### src/rtl/mult_arbiter.sv
// ---------------------------------------------------------------------------
// mult_arbiter
//
// Shares a single shift-add multiplier (datapath plus start/ready sequencer)
// among N_REQ client blocks. A winner is chosen among the active requests,
// its operands are latched onto the datapath, and the sequencer is started.
// The arbiter then waits for ready, captures the product, and releases the
// sequencer back to its IDLE state. The winner gets a one-cycle done pulse
// with the product on 'result'.
//
// Multiplier handshake (the sequencer has no reset from this block):
//   sequencer IDLE    : start=1 begins a job
//   sequencer STOPPED : ready=1 is shown; start=1 returns it to IDLE
//
// Parameters:
//   N_REQ     number of requesters (2..8)
//   n         operand width, equal to the multiplier's width
//   FLUSH_CYC cycles spent after reset letting an in-flight job drain
//
// Ports:
//   clock        in   system clock, rising edge
//   n_reset      in   asynchronous active-low reset
//   req          in   per-requester request level
//   a_in, b_in   in   packed operands, slice i belongs to requester i
//   gnt          out  one-hot pulse: operands of requester i captured
//   done         out  one-hot pulse: result valid for requester i
//   result       out  product of the last completed job
//   busy         out  high in every state except IDLE
//   mult_start   out  start line to the multiplier sequencer
//   mult_a/b     out  latched operands to the multiplier datapath
//   mult_ready   in   ready line from the multiplier sequencer
//   mult_product in   product from the multiplier datapath
//
// Build option:
//   MULT_ARB_FIXED_PRIO_EN  when defined, the lowest-index request always
//                           wins and no rotating pointer is kept. When not
//                           defined, requests are served round-robin.
// ---------------------------------------------------------------------------
module mult_arbiter #(
    parameter int N_REQ     = 4,
    parameter int n         = 4,
    parameter int FLUSH_CYC = 2*n+2
) (
    input  logic                 clock,
    input  logic                 n_reset,
    input  logic [N_REQ-1:0]     req,
    input  logic [N_REQ*n-1:0]   a_in,
    input  logic [N_REQ*n-1:0]   b_in,
    output logic [N_REQ-1:0]     gnt,
    output logic [N_REQ-1:0]     done,
    output logic [2*n-1:0]       result,
    output logic                 busy,
    output logic                 mult_start,
    output logic [n-1:0]         mult_a,
    output logic [n-1:0]         mult_b,
    input  logic                 mult_ready,
    input  logic [2*n-1:0]       mult_product
);

    localparam int PW = (N_REQ > 1) ? $clog2(N_REQ) : 1;
    localparam int CW = $clog2(FLUSH_CYC + 1);
    localparam logic [CW-1:0]    FLUSH_LAST = CW'(FLUSH_CYC - 1);
    localparam logic [N_REQ-1:0] ONE_HOT0   = N_REQ'(1);

    typedef enum logic [2:0] {
        S_FLUSH,
        S_IDLE,
        S_LAUNCH,
        S_WAIT,
        S_RELEASE
    } state_t;

    state_t        state;
    logic [CW-1:0] flush_cnt;
    logic [PW-1:0] owner;

    logic          win_valid;
    logic [PW-1:0] win_idx;
    logic [n-1:0]  sel_a;
    logic [n-1:0]  sel_b;

`ifndef MULT_ARB_FIXED_PRIO_EN
    logic [PW-1:0] rr_ptr;
    logic [PW-1:0] cand;
`endif

    // Winner selection and operand mux for the current request vector.
    always_comb begin
        win_valid = 1'b0;
        win_idx   = '0;
        sel_a     = '0;
        sel_b     = '0;
`ifdef MULT_ARB_FIXED_PRIO_EN
        // Scan downwards so the lowest set index is the last one written.
        for (int k = N_REQ - 1; k >= 0; k--) begin
            if (req[PW'(k)]) begin
                win_valid = 1'b1;
                win_idx   = PW'(k);
            end
        end
`else
        // Search starts just after the previous winner and wraps around, so
        // the most recently served requester has the lowest priority.
        cand = '0;
        for (int k = 1; k <= N_REQ; k++) begin
            cand = PW'((int'(rr_ptr) + k) % N_REQ);
            if (!win_valid && req[cand]) begin
                win_valid = 1'b1;
                win_idx   = cand;
            end
        end
`endif
        for (int k = 0; k < N_REQ; k++) begin
            if (PW'(k) == win_idx) begin
                sel_a = a_in[k*n +: n];
                sel_b = b_in[k*n +: n];
            end
        end
    end

    // Main sequencer. mult_start is driven one cycle after entering LAUNCH
    // or RELEASE, so it is seen by the multiplier on the following edge.
    // In the first IDLE cycle after RELEASE the multiplier is still showing
    // ready while it consumes our start pulse; that ready is not stale, so
    // it is ignored while mult_start is high. This allows back-to-back
    // grants without a dead cycle.
    always_ff @(posedge clock or negedge n_reset) begin
        if (!n_reset) begin
            state      <= S_FLUSH;
            flush_cnt  <= '0;
            gnt        <= '0;
            done       <= '0;
            result     <= '0;
            busy       <= 1'b1;
            mult_start <= 1'b0;
            mult_a     <= '0;
            mult_b     <= '0;
            owner      <= '0;
`ifndef MULT_ARB_FIXED_PRIO_EN
            rr_ptr     <= PW'(N_REQ - 1);
`endif
        end else begin
            gnt        <= '0;
            done       <= '0;
            mult_start <= 1'b0;
            case (state)
                S_FLUSH: begin
                    if (flush_cnt == FLUSH_LAST) begin
                        if (mult_ready) begin
                            state <= S_RELEASE;
                        end else begin
                            state <= S_IDLE;
                            busy  <= 1'b0;
                        end
                    end else begin
                        flush_cnt <= flush_cnt + 1'b1;
                    end
                end
                S_IDLE: begin
                    if (mult_ready && !mult_start) begin
                        state <= S_RELEASE;
                        busy  <= 1'b1;
                    end else if (win_valid) begin
                        gnt    <= ONE_HOT0 << win_idx;
                        mult_a <= sel_a;
                        mult_b <= sel_b;
                        owner  <= win_idx;
`ifndef MULT_ARB_FIXED_PRIO_EN
                        rr_ptr <= win_idx;
`endif
                        state  <= S_LAUNCH;
                        busy   <= 1'b1;
                    end
                end
                S_LAUNCH: begin
                    mult_start <= 1'b1;
                    state      <= S_WAIT;
                end
                S_WAIT: begin
                    if (mult_ready) begin
                        result <= mult_product;
                        done   <= ONE_HOT0 << owner;
                        state  <= S_RELEASE;
                    end
                end
                S_RELEASE: begin
                    mult_start <= 1'b1;
                    state      <= S_IDLE;
                    busy       <= 1'b0;
                end
                default: begin
                    state     <= S_FLUSH;
                    flush_cnt <= '0;
                    busy      <= 1'b1;
                end
            endcase
        end
    end

endmodule

### config.mk
export PLATFORM = sky130hd
export DESIGN_NAME = mult_arbiter
export DESIGN_NICKNAME = d
export VERILOG_FILES = /design/src/rtl/mult_arbiter.sv
export SDC_FILE = /design/constraint.sdc
export NUM_CORES = 1
export LEC_CHECK = 0
export BUFFER_PORTS_ARGS = -buffer_cell sky130_fd_sc_hd__buf_2
export CORE_MARGIN = 10
export CORE_UTILIZATION = 44
export CTS_CLUSTER_DIAMETER = 50
export DETAILED_ROUTE_END_ITERATION = 8
export PLACE_DENSITY = 0.73
export SYNTH_ARGS = -nofsm -noshare
export SYNTH_HDL_FRONTEND = slang
export SYNTH_SLANG_ARGS = --single-unit
export TNS_END_PERCENT = 20
### constraint.sdc
create_clock -name clock -period 3 [get_ports clock]
set_input_delay 0 -clock clock [delete_from_list [all_inputs] [get_ports clock]]
set_output_delay 0 -clock clock [all_outputs]
set_load 0.02 [all_outputs]
==> out/qor.yml <==
synthesis:
  synth-seq-area-share_pct: 49.4
  synth.ff_latch_count: 37
  synth_edf_count: 0
  yosysMostFrequentCell: "dfrtp_1"
  synthArstFlopShare_pct: 100
  netlist_top_cells_count: "dfrtp_1, mux2_2, mux2i_1, nand2_1, o21ai_0"
  yosys.area.top_type: "dfrtp_1"
  yosys_warnings: 0
  netlist_area_um2: 1880
  syn_inst: 168
  postSynthAreaPerCell_um2: 11.2
  ys_types: 35
  synth_area_leaders: "dfrtp_1, mux2_2, mux2i_1, dfstp_2, o21ai_2"
  syn_nets: 217
  synth_flop_cell: "dfrtp_1"
  synth_top_area_share_pct: 45.2
min_path:
  whs_endpoint: "state[1]"
  hold_path_depth: 3
  hold_path_class: "input port to flip-flop"
  min_from: "mult_ready"
clock_network:
  clkTransAtPathRegs_ns: 0.07
  clock_path_buffers: 2
  clk_latency_ns: 0.29
  cts_made_buffers: 5
  cts_setup_buffers: 0
  cts_tree: "done"
  cts_root_buf: "clkbuf_8"
  cts.sinks: 37
  htreeDepth: 2
timing:
  worst_pin_slew_ns: 0.993
  tns_ns: 0
  hold_viol: 0
  rsz0062_at_grt: "false"
  finalMaxSlewViolations: 0
  post-route-period-util_pct: 72.0
  clock-skew-final_ns: 0.0105
  finalCriticalPeriod_ns: 2.16
  slew_headroom_pct: 33.8
  clock.fmax_ghz: 0.463
  setup_viol: 0
detailed_routing:
  vias: 1449
  drc: 0
  drt-pass1-iter-count: 4
  totalWireLength_um: 4410
  drt_iter0_drc: 56
  avgRoutedWirePerCell_um: 14.8
  postRouteAntennaNets: 0
  vias_per_cell: 4.86
grt:
  grt.total_usage_pct: 12.5
  grt_max_degree: 38
  antenna_found_initial: 0
  grt_pass1_vias: 1588
  overflow: 0
  grt_pass1_wl_um: 7490
floorplan:
  rows: 23
  die_h_um: 85.4
  ios: 73
  core_area_um2: 4060
  start_util_pct: 46.4
  die_x_um: 85.4
  die-area_um2: 7300
place:
  placed_cells: 281
  io_buffers: 72
  place_congestion: 0.803
  dp_hpwl_um: 3350
worst_setup_path:
  cp-end-kind: "flip-flop"
  crit_required_ns: 3.22
  critPathMaxFanout: 25
  reg2reg_setup_slack_ns: 0.84
  crit_path_start_kind: "flip-flop"
  r2r.worst_path.cells: 5
  startpoint: "state[1]"
  worst-setup-path-type: "flip-flop to flip-flop"
  r2r-start: "state[1]"
  r2r-end: "gnt[3]"
  crit_arrival_ns: 2.38
finish:
  drive_gt1_share_pct: 44.8
  layout.cells.non_filler: 298
  diodes: 0
  fill_cells: 358
  syn_to_final_growth_pct: 29.2
  fin_nets: 296
power:
  ir_drop_mv: 0.582
  powerDensity_nw_per_um2: 947
  leakage_uw: 0.00125
flow_run:
  max_cap_violations: 0
status:
  status: "completed"
[repair_timing]
item,CTS,global route
resized for setup,0,0
hold buffers,9,0
endpoints found under the hold margin,42,0
[power by group]
part	internal (uW)	switching (uW)	leakage (uW)
registers	713	162	0.000466
logic	475	594	0.000740
clock network	187	172	0.0000445
[flip-flops by register name (all words and copies together), names as in the netlist]
name,cells
busy,1
done,4
flush_cnt,4
gnt,4
mult_a,4
mult_b,4
mult_start,1
owner,2
result,8
rr_ptr,2
state,3
[critical path, cell delays in order, from the launching register on]
cell	delay (ns)
dfrtp_1	0.46
nand2b_1	0.19
a211o_1	0.29
nand2b_1	0.60
nor2_1	0.38
and2_1	0.17
[layout by cell type (no fill, tap or decap), drive strengths merged, types with 3 or more instances in the layout]
cell         count
o21ai           18
dfrtp           34
nand3            4
a21oi            4
nor2             6
nand2b           5
clkbuf           7
nor3             6
mux2i           16
nor3b            4
nand2           12
mux2            19
buf             73
dlygate4sd3      9
dfstp            3
inv              7
[worst max path at each step]
stage                     end  slack, ns  cells after the start
floorplan           mult_a[0]       1.30                      6
global placement     owner[0]       0.88                      4
detailed placement     gnt[3]       0.84                      5
CTS                    gnt[3]       0.83                      5
global route           gnt[3]       0.57                      5
finish                 gnt[3]       0.84                      5
[through the flow]
| stage | power [uW] | setup WS, ns | hold WS (ns) | cell area (um2) | utilization, % |
|---|---|---|---|---|---|
| 2_1_floorplan | 1690 | 1.30 | -0.296 | 1880 | - |
| 3_3_place_gp | 1930 | 0.885 | 0.137 | 2250 | 55.4 |
| 3_5_place_dp | 1960 | 0.840 | 0.138 | 2250 | 55.4 |
| 4_1_cts | 2330 | 0.829 | 0.0805 | 2430 | 59.9 |
| 5_1_grt | 2490 | 0.573 | 0.131 | 2430 | 59.9 |
| 6_report | 2300 | 0.839 | 0.0987 | 2430 | 59.9 |
[area by class of cell]
type                       instances  area, um2  area share, %
clock buffer                       7       86.3           3.55
tap                               50       62.6           2.57
sequential                        37        930           38.2
multi-input combinational        114        862           35.4
inverter                           7       26.3           1.08
timing repair buffer              82        458           18.8
clock inverter                     1       7.51          0.309
[metal layers]
layer | GRT usage, % | share of wire, %
met4 | 2.69 | 0.43
met2 | 20.4 | 48
met1 | 13.8 | 42
met3 | 6.88 | 9.4
met5 | 0 | 0
[cell families (layout without fill, tap and decap cells)]
family	count (synthesis)	in the layout	synth area share (%)
AND/OR/NAND/NOR	43	43	11.6
flip-flops	37	37	49.4
multiplexers	35	35	19.9
AO/OA/AOI/OAI	33	33	12.2
buffers and inverters	17	97	5.25
adder cells (fa/ha/maj)	2	2	1.33
XOR/XNOR	1	1	0.465
Power figures use the tool's default switching activity.
